`config.mk`:
```
export PLATFORM = sky130hd
export DESIGN_NAME = locked_mult_sched
export DESIGN_NICKNAME = d
export VERILOG_FILES = /design/src/rtl/locked_mult_pkg.sv /design/src/rtl/lock_key_loader.sv /design/src/rtl/locked_mult_sched.sv
export SDC_FILE = /design/constraint.sdc
export NUM_CORES = 1
export LEC_CHECK = 0
export BUFFER_PORTS_ARGS = -buffer_cell sky130_fd_sc_hd__buf_2
export CORE_UTILIZATION = 54
export CTS_BUF_LIST = sky130_fd_sc_hd__clkbuf_8
export CTS_CLUSTER_DIAMETER = 150
export DETAILED_ROUTE_END_ITERATION = 12
export GPL_TIMING_DRIVEN = 0
export PLACE_DENSITY_LB_ADDON = 0.15
export SYNTH_ARGS = -nofsm -noshare
export SYNTH_HDL_FRONTEND = slang
export SYNTH_SLANG_ARGS = --single-unit
export TNS_END_PERCENT = 20
```
`constraint.sdc`:
```
create_clock -name clk_i -period 2.5 [get_ports clk_i]
set_input_delay 0.625 -clock clk_i [delete_from_list [all_inputs] [get_ports clk_i]]
set_output_delay 0.625 -clock clk_i [all_outputs]
set_load 0.05 [all_outputs]
```
`src/rtl/locked_mult_pkg.sv`:
```
// Shared types for the locked-multiplier scheduler: FSM states, default widths, latched request record.
package locked_mult_pkg;

  localparam int OP_W_DEF  = 8;
  localparam int KEY_W_DEF = 32;

  typedef enum logic [1:0] {
    S_NOKEY  = 2'd0,
    S_IDLE   = 2'd1,
    S_SETTLE = 2'd2,
    S_RESP   = 2'd3
  } state_e;

  typedef struct packed {
    logic [OP_W_DEF-1:0] op1;
    logic [OP_W_DEF-1:0] op2;
    logic                id;
  } req_t;

endpackage

```
`src/rtl/lock_key_loader.sv`:
```
// Serial activation-key loader: MSB-first shadow shift register, saturating bit count, active key on commit.
// LOCKED_MULT_ZEROIZE_EN clears the shadow on commit; otherwise the shadow keeps its contents.
module lock_key_loader
  import locked_mult_pkg::*;
#(
  parameter int KEY_W = KEY_W_DEF
) (
  input  logic             clk_i,
  input  logic             rst_ni,
  input  logic             key_bit_i,
  input  logic             shift_i,
  input  logic             commit_i,
  input  logic             clear_loaded_i,
  output logic [KEY_W-1:0] key_o,
  output logic             loaded_o,
  output logic             full_o
);

  localparam int CNT_W = $clog2(KEY_W + 1);

  logic [KEY_W-1:0] shadow_q;
  logic [KEY_W-1:0] active_q;
  logic [CNT_W-1:0] cnt_q;
  logic             loaded_q;

  assign full_o   = (cnt_q == CNT_W'(KEY_W));
  assign key_o    = active_q;
  assign loaded_o = loaded_q;

  // A shift always wins over a commit in the same cycle.
  always_ff @(posedge clk_i or negedge rst_ni) begin
    if (!rst_ni) begin
      shadow_q <= '0;
      active_q <= '0;
      cnt_q    <= '0;
      loaded_q <= 1'b0;
    end else if (shift_i) begin
      shadow_q <= {shadow_q[KEY_W-2:0], key_bit_i};
      if (!full_o) cnt_q <= cnt_q + 1'b1;
      if (clear_loaded_i) loaded_q <= 1'b0;
    end else if (commit_i && full_o) begin
      active_q <= shadow_q;
      cnt_q    <= '0;
      loaded_q <= 1'b1;
`ifdef LOCKED_MULT_ZEROIZE_EN
      shadow_q <= '0;
`endif
    end
  end

endmodule

```
`src/rtl/locked_mult_sched.sv`:
```
// Round-robin scheduler for one shared locked 8x8 multiplier; response SETTLE_C edges after grant, held until rsp_ready_i.
// One operation in flight: requests get no ready until the response is consumed. Option: LOCKED_MULT_ZEROIZE_EN.
module locked_mult_sched
  import locked_mult_pkg::*;
#(
  parameter int OP_W     = OP_W_DEF,
  parameter int KEY_W    = KEY_W_DEF,
  parameter int SETTLE_C = 2
) (
  input  logic              clk_i,
  input  logic              rst_ni,
  input  logic              key_bit_i,
  input  logic              key_shift_i,
  input  logic              key_commit_i,
  output logic              key_loaded_o,
  input  logic              req0_valid_i,
  input  logic [OP_W-1:0]   req0_op1_i,
  input  logic [OP_W-1:0]   req0_op2_i,
  output logic              req0_ready_o,
  input  logic              req1_valid_i,
  input  logic [OP_W-1:0]   req1_op1_i,
  input  logic [OP_W-1:0]   req1_op2_i,
  output logic              req1_ready_o,
  output logic              rsp_valid_o,
  output logic              rsp_id_o,
  output logic [2*OP_W-1:0] rsp_result_o,
  input  logic              rsp_ready_i,
  output logic [OP_W-1:0]   mul_op1_o,
  output logic [OP_W-1:0]   mul_op2_o,
  output logic [KEY_W-1:0]  mul_key_o,
  input  logic [2*OP_W-1:0] mul_result_i
);

  localparam int               CNT_W       = (SETTLE_C > 1) ? $clog2(SETTLE_C) : 1;
  localparam logic [CNT_W-1:0] SETTLE_LOAD = CNT_W'(SETTLE_C - 1);

  state_e              state_q;
  logic                last_grant_q;
  logic [CNT_W-1:0]    settle_q;
  req_t                req_q;
  logic                rsp_valid_q;
  logic                rsp_id_q;
  logic [2*OP_W-1:0]   rsp_result_q;

  logic                key_full;
  logic [KEY_W-1:0]    active_key;
  logic                shift_acc;
  logic                commit_req;
  logic                gnt_vld;
  logic                gnt_id;

  assign shift_acc  = key_shift_i && (state_q == S_NOKEY || state_q == S_IDLE);
  assign commit_req = key_commit_i && (state_q == S_NOKEY);

  lock_key_loader #(.KEY_W(KEY_W)) u_key (
    .clk_i          (clk_i),
    .rst_ni         (rst_ni),
    .key_bit_i      (key_bit_i),
    .shift_i        (shift_acc),
    .commit_i       (commit_req),
    .clear_loaded_i (key_shift_i && (state_q == S_IDLE)),
    .key_o          (active_key),
    .loaded_o       (key_loaded_o),
    .full_o         (key_full)
  );

  // A key shift in S_IDLE takes priority over any pending request.
  always_comb begin
    gnt_vld = 1'b0;
    gnt_id  = 1'b0;
    if (state_q == S_IDLE && !key_shift_i) begin
      if (req0_valid_i && req1_valid_i) begin
        gnt_vld = 1'b1;
        gnt_id  = ~last_grant_q;
      end else if (req0_valid_i) begin
        gnt_vld = 1'b1;
      end else if (req1_valid_i) begin
        gnt_vld = 1'b1;
        gnt_id  = 1'b1;
      end
    end
  end

  always_ff @(posedge clk_i or negedge rst_ni) begin
    if (!rst_ni) begin
      state_q      <= S_NOKEY;
      last_grant_q <= 1'b1;
      settle_q     <= '0;
      req_q        <= '0;
      rsp_valid_q  <= 1'b0;
      rsp_id_q     <= 1'b0;
      rsp_result_q <= '0;
    end else begin
      case (state_q)
        S_NOKEY: if (commit_req && !key_shift_i && key_full) state_q <= S_IDLE;
        S_IDLE: begin
          if (key_shift_i) begin
            state_q <= S_NOKEY;
          end else if (gnt_vld) begin
            req_q.op1    <= gnt_id ? req1_op1_i : req0_op1_i;
            req_q.op2    <= gnt_id ? req1_op2_i : req0_op2_i;
            req_q.id     <= gnt_id;
            last_grant_q <= gnt_id;
            settle_q     <= SETTLE_LOAD;
            state_q      <= S_SETTLE;
          end
        end
        S_SETTLE: begin
          if (settle_q == '0) begin
            rsp_result_q <= mul_result_i;
            rsp_id_q     <= req_q.id;
            rsp_valid_q  <= 1'b1;
            state_q      <= S_RESP;
          end else begin
            settle_q <= settle_q - 1'b1;
          end
        end
        S_RESP: begin
          if (rsp_ready_i) begin
            rsp_valid_q <= 1'b0;
            state_q     <= S_IDLE;
          end
        end
        default: state_q <= S_NOKEY;
      endcase
    end
  end

  assign req0_ready_o = gnt_vld && !gnt_id;
  assign req1_ready_o = gnt_vld && gnt_id;
  assign rsp_valid_o  = rsp_valid_q;
  assign rsp_id_o     = rsp_id_q;
  assign rsp_result_o = rsp_result_q;

`ifdef LOCKED_MULT_ZEROIZE_EN
  assign mul_key_o = key_loaded_o ? active_key : '0;
  assign mul_op1_o = (state_q == S_SETTLE) ? req_q.op1 : '0;
  assign mul_op2_o = (state_q == S_SETTLE) ? req_q.op2 : '0;
`else
  assign mul_key_o = active_key;
  assign mul_op1_o = req_q.op1;
  assign mul_op2_o = req_q.op2;
`endif

endmodule

```
Yosys cells after proc, flatten, opt, wreduce, memory -nomap -nowiden
Index checks and enable logic that the tools add are counted.
Word-level totals
  bits in registers: 110
  output and inout bits: 69
  word-level logic and storage cells: 84
Operators by class
  reduce and logical (&&, ||, !) cells: 25
  bitwise operators: 4
  eq/ne operators: 12
  add/sub/neg operators: 2
  multiplexer cells: 28
Operator list (count)
  $mux 6: 3
  $mux 8: 2
  $mux 1: 15
  $logic_and 1x1->1: 10
  $mux 2: 5
  $ne 2x2->1 const B: 5
  $reduce_and 3->1: 3
  $pmux 2 s4: 1
  $reduce_and 2->1: 4
  $add 6x1->6 const B: 1
  $eq 6x6->1 const B: 1
  $reduce_bool 2->1: 3
  $eq 2x2->1 const B: 2
  $ne 2x1->1 const B: 2
  $not 1->1: 4
  $pmux 1 s2: 2
  $reduce_and 4->1: 1
  $ne 3x3->1 const B: 1
  $eq 2x1->1 const B: 1
  $logic_not 1->1: 2
  $logic_not 2->1: 1
  $logic_or 1x1->1: 1
  $sub 1x1->1 const B: 1

Logic depth before layout (Yosys ltp)
Gate-level depths: netlist of the first run.
  depth in word-level cells: 7
  gate-level depth with buffers: 8
  mapped depth without buffers: 6

Cells and area by module
From an unflattened synthesis of the first run, not the netlist that was laid out.
Second synthesis, totals
  cell total of the unflattened synthesis: 321
  area total of the unflattened synthesis: 4799.6 um2
By module, submodules not included
  lock_key_loader: area an instance 2867.8 um2, instances 1, sequential area each 1776.7 um2, cells an instance 171
  locked_mult_sched: area an instance 1931.9 um2, instances 1, sequential area each 977.2 um2, cells an instance 150

Worst setup path after synthesis of the first run
OpenSTA, ideal clock, no wires.
  kind: input port to output port
  start point: input port req1_valid_i
  end point: output port req1_ready_o
  data arrival time: 1.994 ns
  slack: -0.119 ns
  stages on the path: 4
  path through: a21bo_2 -> clkbuf_1 -> nor2_2 -> clkbuf_1
Between the ends
  longest elaborated chain between the ends: 5
Ends and longest elaborated chain
  from (decl): line locked_mult_sched.sv:20  | input logic req1_valid_i,
  $mux 1: line locked_mult_sched.sv:77  | end else if (req1_valid_i) begin
  $mux 1: line locked_mult_sched.sv:75  | end else if (req0_valid_i) begin
  $mux 1: line locked_mult_sched.sv:72  | if (req0_valid_i && req1_valid_i) begin
  $mux 1: line locked_mult_sched.sv:71  | if (state_q == S_IDLE && !key_shift_i) begin
  $logic_and 1x1->1 *: line locked_mult_sched.sv:130  | assign req1_ready_o = gnt_vld && gnt_id;
  to (decl): line locked_mult_sched.sv:23  | output logic req1_ready_o,
Every way passes the cells marked *; elsewhere a longest branch is shown, timed or not.

Worst setup path after layout of the first run
  start point: register state_q[1]
  end point: output port req0_ready_o
Between the ends
  longest elaborated chain between the ends: 5
Ends and longest elaborated chain
  from (decl): line locked_mult_sched.sv:37  | state_e state_q;
  from (signal assigned): line locked_mult_sched.sv:86  | state_q <= S_NOKEY;
  from (signal assigned): line locked_mult_sched.sv:95  | S_NOKEY: if (commit_req && !key_shift_i && key_full) state_q <= S_IDLE;
  from (signal assigned): line locked_mult_sched.sv:98  | state_q <= S_NOKEY;
  $eq 2x1->1 *: line locked_mult_sched.sv:71
  $logic_and 1x1->1 *: line locked_mult_sched.sv:71
  $mux 1: line locked_mult_sched.sv:71
  $logic_not 1->1: line locked_mult_sched.sv:129  | assign req0_ready_o = gnt_vld && !gnt_id;
  $logic_and 1x1->1 *: line locked_mult_sched.sv:129
  to (decl): line locked_mult_sched.sv:19  | output logic req0_ready_o,
Marks and branches as above.

==> results.yml, run 1 <==
placed_design:
  port_buffers: 124
  dp.cells: 559
  gp_congestion: 0.7453
  pre_cts_ws_ns: -0.3563
  post-dp-hpwl_um: 6158
critical_path:
  worstPathRequired_ns: 1.88
  r2r_start: "state_q[0]$_DFFE_PN0P_"
  critPathKind: "flip-flop to primary output"
  start_kind: "flip-flop"
  rr_worst_depth: 6
  crit_family: "buffers and inverters"
  critPathMaxFanout: 6
  cp_data_arrival_time_ns: 1.74
  r2r_end: "rsp_result_o[11]$_DFFE_PN0P_"
  r2r_slack_ns: 0.30
  worstPathCellList: "inv_2 -> ha_4 -> nor2b_4 -> o21ai_2 -> nor2b_1 -> clkbuf_4 -> buf_6"
  cp_num_buf_inv: 3
  end_kind: "primary output"
  crit_path_top_delay_cell: "dfrtp_1"
  critPathMaxStageDelay_ns: 0.43
sta:
  fmax_mhz: 423.3
  setup_viol: 0
  finalHoldViolCount: 0
  setup_ws_ns: 0.1376
  worst_pin_slew_ns: 0.5638
  timing.final.crit_share_pct: 94.49
  grt_setup_unrepaired: "false"
  slew_violations: 0
  slew_headroom_pct: 62.41
  finalCriticalPeriod_ns: 2.362
  skew_ns: 0.01310
detailed_routing:
  wire_per_inst_um: 14.57
  ant_nets: 0
  routed-via-count: 2945
  drt-vias-per-instance: 5.122
  wl_um: 8377
  detail_route.iter0.violations: 71
  drc: 0
  firstDrtPassIters: 4
yosys:
  syn_inst: 329
  synth_seq_area_share_pct: 58.83
  syn_area_per_cell_um2: 14.23
  synth-edff-count: 0
  synthTopCellsByArea: "dfrtp_1, mux2_2, mux2_4"
  yosysTopAreaCellShare_pct: 58.27
  yosys.area.top_type: "dfrtp_1"
  synthArstFlopShare_pct: 100.0
  synth_adder_area_share_pct: 1.604
  synthMuxAreaShare_pct: 23.02
  ys_types: 37
  syn-num-nets: 391
  ys_ff_latch: 110
  synth_top_family_by_area: "multiplexers"
  synthSimpleGateAreaFrac_pct: 4.518
  synth_area_um2: 4681
  synth_compound_area_share_pct: 5.854
  synth_ff_type: "dfrtp_1"
  synth_warnings: 0
  synth_xor_area_share_pct: 0.5613
cts:
  cts_tree: "built"
  clk_pin_slew_worst_paths_ns: 0.10
  cts_sinks: 110
  root_buffer: "clkbuf_8"
  clk_latency_ns: 0.37
  htree_levels: 3
  cts_buffers: 9
  clock_path_buffers: 2
die:
  core_um2: 8299
  die_h_um: 95.10
  initial_core_util_pct: 56.40
  ios: 125
  row_count: 33
  die_x_um: 95.10
  die-area_um2: 9044
finish:
  layout.nets: 527
  fin_cells: 575
  antenna_cells: 0
  synthToLayoutAreaGrowth_pct: 22.00
  drive_gt1_share_pct: 54.68
  layout_commonest_cell: "buf_2"
  final_util_pct: 68.81
  final_cell_mix: "buf_2, dfrtp_1, mux2_2, mux2_4, nand2_1"
grt:
  grt_usage_pct: 20.07
  first_global_vias: 2996
  grt_overflow: 0
  grt_max_degree: 70
  grt_pass1_wl_um: 13880
  antenna_found_initial: 0
pwr:
  cellLeakagePower_nw: 3.078
  p_per_area_nw_per_um2: 1106
  ir_drop_uv: 727.9
run_status:
  outcome: "completed"
run:
  max_cap_viol_count: 0
worst_hold_path:
  min-delay-path-class: "primary input to asynchronous set/reset pin"
==> how the worst max path moves through the flow <==
stage / start / endpoint / cells after the start / slack [ns]
floorplan: req1_valid_i / req0_ready_o / 4 / 0.13
global placement: rst_ni / u_key.shadow_q[0]$_DFFE_PN0P_ / 1 / -0.42
detailed placement: req1_valid_i / req1_ready_o / 6 / -0.36
CTS: state_q[1]$_DFFE_PN0P_ / req0_ready_o / 7 / 0.03
global route: state_q[1]$_DFFE_PN0P_ / req0_ready_o / 7 / 0.009
finish: state_q[1]$_DFFE_PN0P_ / req0_ready_o / 7 / 0.14
==> repair_timing <==
item	in CTS	in global routing
pin swaps	1	0
hold buffers	0	0
setup buffers	1	0
setup endpoints to repair	2	9
resized for setup	11	4
==> flip-flops by register name, summed over array words and instances, names as in the netlist <==
| name | cells |
|---|---|
| last_grant_q | 1 |
| mul_op1_o | 8 |
| u_key.loaded_o | 1 |
| req_q | 1 |
| u_key.key_o | 32 |
| mul_op2_o | 8 |
| u_key.cnt_q | 6 |
| settle_q | 1 |
| state_q | 2 |
| rsp_id_o | 1 |
| rsp_valid_o | 1 |
| u_key.shadow_q | 32 |
| rsp_result_o | 16 |
==> cells by family (layout without fill, tap and decap cells) <==
| logic type | after synthesis | count (layout) |
|---|---|---|
| muxes | 87 | 87 |
| buffers and inverters | 39 | 180 |
| DFF | 110 | 110 |
| AOI/OAI and AO/OA | 42 | 42 |
| adders and majority gates | 6 | 6 |
| xor gates and xnor gates | 3 | 3 |
| and+or+nand+nor | 42 | 42 |
==> cell usage after synthesis (3+ instances only) <==
library cell,count
ha_1,6
buf_1,4
mux2_2,53
nor2b_1,5
clkbuf_1,9
xnor2_1,3
o21ai_0,17
inv_1,6
a21o_1,7
o22ai_1,7
buf_4,16
mux2_4,28
buf_12,3
dfrtp_1,109
nor2_1,3
mux2i_1,6
nand2_1,21
nand4_1,3
a22o_1,5
==> metal layers <==
| layer | part of all wire, % | up-vias | wire length [µm] | GRT usage [%] |
|---|---|---|---|---|
| met2 | 50 | 75 | 4222 | 34.46 |
| li1 | - | 1406 | - | - |
| met1 | 43 | 1456 | 3621 | 24.76 |
| met5 | 0 | - | 0 | 0 |
| met4 | 1.4 | 0 | 119 | 7.576 |
| met3 | 5.0 | 8 | 415 | 4.306 |
==> final cells by class <==
type / count / area [µm²]
Clock buffer: 10 / 137.6
Inverter: 6 / 22.52
Clock inverter: 6 / 62.56
Buffer: 32 / 242.7
Tap cell: 105 / 131.4
Fill cell: 635 / 2589
Timing Repair Buffer: 126 / 666.9
Sequential cell: 110 / 2754
Multi-Input combinational cell: 180 / 1693
==> power by group <==
part	total (mW)	switching, mW	internal (mW)	leakage (nW)
Sequential	2.70	0.363	2.34	1.42
Combinational	2.57	1.59	0.976	1.55
Clock	1.04	0.625	0.416	0.102
Total	6.32	2.58	3.73	3.08
==> through the flow <==
| step | instance area, µm² | hold slack, ns | power (mW) | setup TNS, ns |
|---|---|---|---|---|
| after floorplan | 4682 | 0.3294 | 4.688 | 0 |
| after global placement | 5434 | 0.4551 | 5.205 | -45.02 |
| after detailed placement | 5464 | 0.4650 | 5.298 | -0.4331 |
| after CTS | 5704 | 0.2552 | 6.374 | 0 |
| after global routing | 5710 | 0.2744 | 6.687 | 0 |
| final | 5710 | 0.2440 | 6.315 | 0 |
Power figures use the tool's default switching activity.
==> inputs of run 2 (changes only) <==
CORE_MARGIN = 10   (was default)
REMOVE_ABC_BUFFERS = 1   (was default)
==> results.yml, run 2 (synthesized netlist as in run 1, its figures left out) <==
finish:
  drive_gt1_share_pct: 54.28
  layout_commonest_cell: "buf_2"
  layout.nets: 501
  antenna_cells: 0
  fillerInstances: 628
  synthToLayoutAreaGrowth_pct: 19.54
  fin_cells: 549
  final_util_pct: 67.09
  fin_area_um2: 5595
  final_cell_mix: "buf_2, dfrtp_1, mux2_2, mux2_4, nand2_1"
sta:
  setup_viol: 0
  setup_ws_ns: 0.1510
  timing.final.crit_share_pct: 93.96
  finalCriticalPeriod_ns: 2.349
  skew_ns: 0.008473
  grt_setup_unrepaired: "false"
  fmax_mhz: 425.7
  slew_violations: 0
  worst_pin_slew_ns: 0.8376
  finalHoldViolCount: 0
  hold-worst-slack_ns: 0.2967
  fin_tns_setup_ns: 0
  slew_headroom_pct: 43.91
cts:
  clk_pin_slew_worst_paths_ns: 0.09
  clk_latency_ns: 0.35
  cts_buffers: 9
  clock_path_buffers: 2
  htree_levels: 3
  cts_sinks: 110
  cts_tree: "built"
  root_buffer: "clkbuf_8"
critical_path:
  start_kind: "flip-flop"
  worstPathRequired_ns: 1.88
  r2r_end: "u_key.key_o[4]$_DFFE_PN0P_"
  critPathMaxFanout: 14
  end_kind: "primary output"
  rr_worst_depth: 5
  cp_data_arrival_time_ns: 1.72
  r2r_slack_ns: 0.29
  critPathKind: "flip-flop to primary output"
  r2r_start: "u_key.cnt_q[3]$_DFFE_PN0P_"
grt:
  antenna_found_initial: 0
  grt_overflow: 0
  first_global_vias: 3003
  grt_max_degree: 58
  grt_pass1_wl_um: 15280
  grt_usage_pct: 14.48
pwr:
  ir_drop_uv: 506.0
  clkPwrFrac_pct: 18.0
  intPower_mw: 3.792
  cellLeakagePower_nw: 3.009
  p_comb_share_pct: 39.2
  switching_power_mw: 2.503
  p_per_area_nw_per_um2: 1125
  switching_share_pct: 39.76
  power_mw: 6.295
  pwr-share-seq_pct: 42.7
placed_design:
  dp.cells: 529
  place_area_um2: 5296
  port_buffers: 124
  gp_congestion: 0.7573
  pre_cts_ws_ns: -0.2861
  post-dp-hpwl_um: 6704
run_status:
  outcome: "completed"
die:
  die-area_um2: 12790
  row_count: 33
  ios: 125
  die_x_um: 113.1
  core_um2: 8341
  initial_core_util_pct: 56.12
  die_h_um: 113.1
detailed_routing:
  drc: 0
  drt-vias-per-instance: 5.111
  firstDrtPassIters: 4
  wl_um: 9192
  ant_nets: 0
  routed-via-count: 2806
  detail_route.iter0.violations: 131
  wire_per_inst_um: 16.74
run:
  max_cap_viol_count: 0
worst_hold_path:
  min-delay-path-class: "primary input to asynchronous set/reset pin"
-- run 2: changes by cell type in the layout (fill, tap and decap cells not counted), sizes merged --
cell / previous run / this run
buf: 150 / 132
clkbuf: 18 / 10
clkinv: 3 / 0
bufinv: 0 / 2
clkinvlp: 0 / 1
-- run 2: worst max-delay path by stage --
stage	startpoint	end	slack (ns)	depth (start not counted)
after global routing	state_q[1]$_DFFE_PN0P_	req0_ready_o	0.03	6
after global placement	key_shift_i	u_key.key_o[0]$_DFFE_PN0P_	-3.10	5
after floorplan	key_shift_i	u_key.key_o[0]$_DFFE_PN0P_	-1.74	4
after CTS	state_q[0]$_DFFE_PN0P_	rsp_result_o[8]$_DFFE_PN0P_	0.01	4
after detailed placement	key_shift_i	u_key.key_o[0]$_DFFE_PN0P_	-0.29	7
final	state_q[1]$_DFFE_PN0P_	req0_ready_o	0.15	6
-- run 2: layer usage --
layer / wire length [µm] / share of wire, % / vias to the layer above / global-route usage (%)
met5: 0 / 0 / - / 0
met4: 95 / 1.0 / 0 / 4.569
met3: 695 / 7.6 / 9 / 4.754
met2: 4283 / 47 / 91 / 23.27
met1: 4118 / 45 / 1358 / 18.10
li1: - / - / 1348 / -
-- run 2: final cells by class --
type / count / area [µm²] / share of cell area (%)
clock buffer: 10 / 137.6 / 2.460
clock inverter: 6 / 78.83 / 1.409
inverter: 6 / 22.52 / 0.4025
multi-input combinational: 180 / 1718 / 30.70
sequential: 110 / 2754 / 49.22
tap: 105 / 131.4 / 2.348
timing repair buffer: 132 / 753.2 / 13.46
-- run 2: power groups by stage --
stage	Combinational (mW)	Clock, mW	Sequential [mW]
finish	2.47	1.14	2.69
global route	2.65	1.25	2.77
CTS	2.49	1.17	2.69
detailed placement	2.44	0	2.73
global placement	2.36	0	2.69
floorplan	0.880	0	3.61
-- run 2: what timing repair did --
action                     CTS  global route
buffers inserted             1             3
gates resized for setup     11             1
hold buffers                 0             0
setup endpoints to repair    2            26
pin swaps                    1             0
-- run 2: worst max-delay path, stage by stage, from the launching register on --
cell and delay [ns]:
dfrtp_1 0.45, inv_2 0.11, ha_4 0.16, nor2b_4 0.17, o21ai_4 0.14, nor2b_4 0.17
buf_8 0.16
